**src/rtl/cpu_pkg.sv**
```systemverilog
// Shared definitions for the accumulator CPU sequencer: opcodes, state
// encoding and the control word passed from the decoder to the top level.
package cpu_pkg;

    localparam logic [2:0] OP_ADD   = 3'b000;
    localparam logic [2:0] OP_SUB   = 3'b001;
    localparam logic [2:0] OP_NAND  = 3'b010;
    localparam logic [2:0] OP_SHIFT = 3'b011;
    localparam logic [2:0] OP_LD    = 3'b100;
    localparam logic [2:0] OP_ST    = 3'b101;
    localparam logic [2:0] OP_JMP   = 3'b110;
    localparam logic [2:0] OP_JZ    = 3'b111;

    // SHIFT has no memory operand; the address bus parks on this value.
    localparam logic [4:0] SHIFT_OPERAND = 5'h1f;

    typedef enum logic [1:0] {
        ST_IDLE   = 2'b00,
        ST_FETCH  = 2'b01,
        ST_EXEC_A = 2'b10,
        ST_EXEC_B = 2'b11
    } state_t;

    typedef enum logic [1:0] {
        NX_HOLD   = 2'b00,
        NX_EXEC_A = 2'b01,
        NX_EXEC_B = 2'b10,
        NX_END    = 2'b11
    } next_cls_t;

    typedef enum logic [1:0] {
        PC_HOLD = 2'b00,
        PC_INC  = 2'b01,
        PC_JMP  = 2'b10,
        PC_JZ   = 2'b11
    } pc_sel_t;

    typedef enum logic [1:0] {
        AS_ZERO  = 2'b00,
        AS_PC    = 2'b01,
        AS_OPND  = 2'b10,
        AS_SHIFT = 2'b11
    } addr_sel_t;

    typedef struct packed {
        logic      mem_rd;
        logic      mem_wr;
        logic      use_alu;
        logic      ld_acc;
        logic      dbus_sel;
        logic      ld_ir;
        next_cls_t nxt;
        pc_sel_t   pc_sel;
        addr_sel_t addr_sel;
    } ctrl_t;

endpackage

```
**src/rtl/cpu_ctrl_decode.sv**
```systemverilog
// Combinational decoder: (state, opcode, mem_ready) -> strobes, address
// source, pc update kind and next-state class.
module cpu_ctrl_decode
    import cpu_pkg::*;
(
    input  state_t     state,
    input  logic [2:0] opcode,
    input  logic       mem_ready,
    output ctrl_t      ctrl
);

    ctrl_t ctrl_s;

    // Strobe and sequencing decode; unlisted combinations end the instruction quietly.
    always_comb begin
        ctrl_s          = '0;
        ctrl_s.nxt      = NX_HOLD;
        ctrl_s.pc_sel   = PC_HOLD;
        ctrl_s.addr_sel = AS_ZERO;
        case (state)
            ST_IDLE: begin
                ctrl_s.nxt = NX_END;
            end
            ST_FETCH: begin
                ctrl_s.addr_sel = AS_PC;
                ctrl_s.mem_rd   = 1'b1;
                if (mem_ready) begin
                    ctrl_s.ld_ir  = 1'b1;
                    ctrl_s.pc_sel = PC_INC;
                    ctrl_s.nxt    = NX_EXEC_A;
                end else begin
                    ctrl_s.nxt = NX_HOLD;
                end
            end
            ST_EXEC_A: begin
                case (opcode)
                    OP_ADD, OP_SUB, OP_NAND: begin
                        ctrl_s.addr_sel = AS_OPND;
                        ctrl_s.mem_rd   = 1'b1;
                        ctrl_s.use_alu  = mem_ready;
                        ctrl_s.nxt      = mem_ready ? NX_EXEC_B : NX_HOLD;
                    end
                    OP_LD: begin
                        ctrl_s.addr_sel = AS_OPND;
                        ctrl_s.mem_rd   = 1'b1;
                        ctrl_s.ld_acc   = mem_ready;
                        ctrl_s.nxt      = mem_ready ? NX_END : NX_HOLD;
                    end
                    OP_SHIFT: begin
                        ctrl_s.addr_sel = AS_SHIFT;
                        ctrl_s.use_alu  = 1'b1;
                        ctrl_s.nxt      = NX_EXEC_B;
                    end
                    OP_ST: begin
                        ctrl_s.addr_sel = AS_OPND;
                        ctrl_s.use_alu  = 1'b1;
                        ctrl_s.nxt      = NX_EXEC_B;
                    end
                    OP_JMP: begin
                        ctrl_s.pc_sel = PC_JMP;
                        ctrl_s.nxt    = NX_END;
                    end
                    OP_JZ: begin
                        ctrl_s.pc_sel = PC_JZ;
                        ctrl_s.nxt    = NX_END;
                    end
                    default: begin
                        ctrl_s.nxt = NX_END;
                    end
                endcase
            end
            ST_EXEC_B: begin
                case (opcode)
                    OP_ADD, OP_SUB, OP_NAND, OP_SHIFT: begin
                        ctrl_s.addr_sel = AS_OPND;
                        ctrl_s.dbus_sel = 1'b1;
                        ctrl_s.ld_acc   = 1'b1;
                        ctrl_s.nxt      = NX_END;
                    end
                    OP_ST: begin
                        ctrl_s.addr_sel = AS_OPND;
                        ctrl_s.dbus_sel = 1'b1;
                        ctrl_s.mem_wr   = 1'b1;
                        ctrl_s.nxt      = mem_ready ? NX_END : NX_HOLD;
                    end
                    default: begin
                        ctrl_s.nxt = NX_END;
                    end
                endcase
            end
            default: begin
                ctrl_s.nxt = NX_END;
            end
        endcase
    end

    assign ctrl = ctrl_s;

endmodule

```
**src/rtl/cpu_ctrl.sv**
```systemverilog
// Instruction sequencer for the 8-bit accumulator CPU: holds state, pc and
// IR; strobes are combinational so an asynchronous reset drops them at once.
module cpu_ctrl
    import cpu_pkg::*;
#(
    parameter logic [4:0] RESET_PC = 5'h00
) (
    input  logic       tclk,
    input  logic       reset,
    input  logic       run,
    input  logic       mem_ready,
    input  logic       z,
    input  logic [7:0] d_bus,
    output logic [4:0] addr,
    output logic       mem_rd,
    output logic       mem_wr,
    output logic [7:0] instruction,
    output logic       ldAcc,
    output logic       useAlu,
    output logic       dbusSelect,
    output logic [4:0] pc,
    output logic       busy
);

    state_t     state_r;
    state_t     state_nxt_s;
    logic [4:0] pc_r;
    logic [4:0] pc_nxt_s;
    logic [7:0] ir_r;
    logic [7:0] ir_nxt_s;
    logic [4:0] addr_s;
    ctrl_t      ctrl_s;

    cpu_ctrl_decode u_decode (
        .state     (state_r),
        .opcode    (ir_r[7:5]),
        .mem_ready (mem_ready),
        .ctrl      (ctrl_s)
    );

    // Next state; an instruction end (and IDLE) re-enters FETCH only while run is high.
    always_comb begin
        state_nxt_s = state_r;
        case (ctrl_s.nxt)
            NX_HOLD:   state_nxt_s = state_r;
            NX_EXEC_A: state_nxt_s = ST_EXEC_A;
            NX_EXEC_B: state_nxt_s = ST_EXEC_B;
            NX_END: begin
                if (run) begin
                    state_nxt_s = ST_FETCH;
                end else begin
                    state_nxt_s = ST_IDLE;
                end
            end
            default:   state_nxt_s = ST_IDLE;
        endcase
    end

    // Next pc and IR; a taken jump only ever happens after this instruction's fetch.
    always_comb begin
        pc_nxt_s = pc_r;
        ir_nxt_s = ir_r;
        case (ctrl_s.pc_sel)
            PC_HOLD: pc_nxt_s = pc_r;
            PC_INC:  pc_nxt_s = pc_r + 5'd1;
            PC_JMP:  pc_nxt_s = ir_r[4:0];
            PC_JZ: begin
                if (z) begin
                    pc_nxt_s = ir_r[4:0];
                end else begin
                    pc_nxt_s = pc_r;
                end
            end
            default: pc_nxt_s = pc_r;
        endcase
        if (ctrl_s.ld_ir) begin
            ir_nxt_s = d_bus;
        end else begin
            ir_nxt_s = ir_r;
        end
    end

    // Address source mux.
    always_comb begin
        addr_s = 5'h00;
        case (ctrl_s.addr_sel)
            AS_ZERO:  addr_s = 5'h00;
            AS_PC:    addr_s = pc_r;
            AS_OPND:  addr_s = ir_r[4:0];
            AS_SHIFT: addr_s = SHIFT_OPERAND;
            default:  addr_s = 5'h00;
        endcase
    end

    // State, pc and IR registers.
    always_ff @(posedge tclk or posedge reset) begin
        if (reset) begin
            state_r <= ST_IDLE;
            pc_r    <= RESET_PC;
            ir_r    <= 8'h00;
        end else begin
            state_r <= state_nxt_s;
            pc_r    <= pc_nxt_s;
            ir_r    <= ir_nxt_s;
        end
    end

    assign addr        = addr_s;
    assign mem_rd      = ctrl_s.mem_rd;
    assign mem_wr      = ctrl_s.mem_wr;
    assign useAlu      = ctrl_s.use_alu;
    assign ldAcc       = ctrl_s.ld_acc;
    assign dbusSelect  = ctrl_s.dbus_sel;
    assign instruction = ir_r;
    assign pc          = pc_r;
    assign busy        = (state_r != ST_IDLE);

endmodule

```
**config.mk**
```make
export PLATFORM = sky130hd
export DESIGN_NAME = cpu_ctrl
export DESIGN_NICKNAME = d
export VERILOG_FILES = /design/src/rtl/cpu_pkg.sv /design/src/rtl/cpu_ctrl_decode.sv /design/src/rtl/cpu_ctrl.sv
export SDC_FILE = /design/constraint.sdc
export NUM_CORES = 1
export LEC_CHECK = 0
export ABC_AREA = 1
export CORE_MARGIN = 2
export CORE_UTILIZATION = 41
export DETAILED_ROUTE_END_ITERATION = 8
export PLACE_DENSITY_LB_ADDON = 0.2
export SLEW_MARGIN = 5
export SYNTH_ARGS = -nofsm -noshare
export SYNTH_HDL_FRONTEND = slang
export SYNTH_SLANG_ARGS = --single-unit
export TNS_END_PERCENT = 5
```
**constraint.sdc**
```tcl
create_clock -name tclk -period 1.51 [get_ports tclk]
set_input_delay 0.302 -clock tclk [delete_from_list [all_inputs] [get_ports tclk]]
set_output_delay 0.302 -clock tclk [all_outputs]
set_load 0.01 [all_outputs]
```
==> summary.txt <==
Run status
  • Status: finished, violations left
  • Violated checks: negative setup slack

Final layout
  • Area growth syn-to-layout: 74.4%
  • Fraction of layout instances using a drive strength above 1: 0.424
  • Layout Nets: between 200 and 300
  • Fin cells: roughly 280
  • Diode count: 0
  • Post-layout util: 0.736

Floorplanning
  • Std cell rows: 19
  • IO Pins: 37
  • Die Width: approximately 57 um
  • Core area: between 2000 and 3000 sq um
  • Starting density of the core: 0.422
  • Die Span Y: 56.6 um
  • Die ar.: 3200 sq um

Worst setup path
  • Arrival @ worst endpoint: 1640 ps
  • Critical path class: register to primary output
  • WP data required: between 1000 and 1500 ps
  • R2r setup slk: -190 ps
  • Crit Path Max Fanout: 4
  • R2R depth: 11
  • CP startpoint kind: register
  • Setup crit end kind: primary output

Clocking
  • Clk sinks: 15
  • TritonCTS clock tree: yes
  • Clock buffer depth: 2
  • Hold buffer count at cts: 0
  • Clock Tree Root: clkbuf_4
  • CTS H-tree depth: 1
  • Worst-path clk slew: around 100 ps
  • Total CTS buffers: 3
  • Worst skew pair latency: 280 ps

GRT
  • First-pass GRT wire length: 5520 um
  • Initial antenna violation count: 0
  • GRT Residual Overflow: 0
  • Largest net degree at the start of global routing: 17
  • Vias in the first global route: 1330
  • Total GRT Usage: 0.219

Place
  • Placer Congestion: approximately 0.85
  • Dpl cells: between 200 and 300
  • Detailed placement HPWL: 2490 um
  • I/O Buffers: 36
  • Setup WS pre-CTS: -531 ps

Timing
  • Actual slew at the worst max-slew pin: approximately 220 ps
  • Setup TNS: -5620 ps
  • Max-slew violations: 0
  • Max_slew headroom: 0.850
  • Hold Vio Cnt, Final: 0
  • Unrepaired setup endpoints after global routing: true
  • Tmin final: slightly below 2000 ps
  • Final worst-path cycle share: 1.28
  • Clk_skew: 2.33 ps
  • Final setup viols: 26
  • Peak Freq: between 500 and 600 MHz
  • Final setup margin: -429 ps

Drt
  • Drt drc: 0
  • Via Count: roughly 1300
  • Routed Wire Length: about 3400 um
  • WL/cell: roughly 12 um
  • Routed Antenna Nets: 0
  • Via density: about 4.8
  • Initial detailed-routing violation count: 32
  • Pre-antenna DRT Iters: 5

Hold path
  • Hold Crit Class: input pin to asynchronous set/reset pin

Power and ir drop
  • Maximum VDD drop: about 0.0018 V
  • Leakage power: 1.11 nW
  • Pwr Density: ~2200 nW/um^2

Synthesis
  • Cells after Synth: 170
  • Syn Area/Cell: roughly 6.7 sq um
  • Number of flops mapped to enable cells by yosys: 0
  • Yosys top cell by area: dfrtp_1
  • Most frequent cell after synthesis: nand2_1
  • Yosys warnings: 0
  • Distinct cells, synth: 24
  • #FFs+latches synth: 15
  • Net Count, Synth: 189
  • Seq/Total Area, Yosys: 0.331
  • Asr flop ratio synth: 1.00
  • Synth Flop Type: dfrtp_1
  • Commonest cells in the netlist: nand2_1, inv_1, dfrtp_1
  • Syn Std Cell Area: ~1100 sq um
  • Synth top area share: 0.331
  • Largest cells by area after synthesis: dfrtp_1, nand2_1, inv_1, ha_1, o21ai_0

Job
  • Max Cap Viol: 0
cell families after synthesis:
family | after synthesis | synth area share
flops | 15 | 0.331
fa+ha+maj | 6 | 0.0662
compound gates | 24 | 0.120
simple gates | 88 | 0.336
xor+xnor | 3 | 0.0232
buf+inv | 34 | 0.124
final cells by class:
cell class	instances	area [sq um]
multi-input cells	121	744
fillers	219	709
well taps	31	38.8
clock buffers	3	22.5
inverters	31	119
repair buffers	79	671
flip-flops and latches	15	377
clock inverters	1	5.00
critical path, cell delays in order, from the launching register on:
cell     delay [ps]
dfrtp_1         420
inv_2           100
buf_6           130
nor2_4           40
a31oi_4         170
buf_6           140
buf_6           100
nand2_2          50
nand2_2          60
nand2_2          50
buf_6           110
routing by layer:
| metal | track usage | wire length (um) | vias up |
|---|---|---|---|
| li1 | - | - | 683 |
| met1 | 0.218 | 1310 | 616 |
| met2 | 0.453 | 1900 | 38 |
| met3 | 0.0346 | 153 | 6 |
| met4 | 0.0544 | 43 | 0 |
| met5 | 0 | 0 | - |
path summary, 6_finish.rpt:
path	end	startpoint
max	addr[2]	state_r[0]
min	instruction[7]	reset
max reg2reg	pc[3]	state_r[0]
max in group asynchronous	state_r[1]	reset
min in group tclk	instruction[0]	d_bus[0]
min reg2reg	instruction[3]	instruction[3]
layout by cell type (no fill, tap or decap), types with 3 or more instances in the layout:
master,count
dlymetal6s2s_1,3
inv_1,22
inv_2,8
o21ai_0,11
clkdlybuf4s50_1,12
o21ai_1,3
nand2_1,52
nand3_1,6
buf_6,9
clkbuf_4,3
o21ai_2,4
nor2_1,3
buf_2,5
buf_4,40
dlygate4sd2_1,8
ha_4,3
nor2_2,3
dfrtp_1,14
a21oi_1,3
nand2_2,16
what timing repair did:
item                       CTS  global route
buffers inserted             8             2
gates resized for setup     81            18
setup endpoints to repair   36            29
hold endpoints to repair     0             0
pin swaps                   13             4
where the power goes:
| part | switching, W | internal, W | total (W) |
|---|---|---|---|
| registers | 0.000162 | 0.000589 | 0.000750 |
| clock network | 0.000135 | 0.0000981 | 0.000233 |
| logic | 0.00173 | 0.00170 | 0.00344 |
| total | 0.00203 | 0.00239 | 0.00442 |
through the flow:
step / instance area, sq um / total power, W / hold WS [ps]
finish: 1980 / 0.00442 / 329
floorplan: 1170 / 0.00224 / 203
global placement: 1780 / 0.00363 / 584
global route: 1980 / 0.00479 / 343
detailed placement: 1780 / 0.00370 / 592
CTS: 1930 / 0.00425 / 324
state kept, by name, summed over array words and instances (netlist names):
| signal | count |
|---|---|
| state_r | 2 |
| pc | 5 |
| instruction | 8 |
No activity file was read; power rests on OpenSTA's default activity.
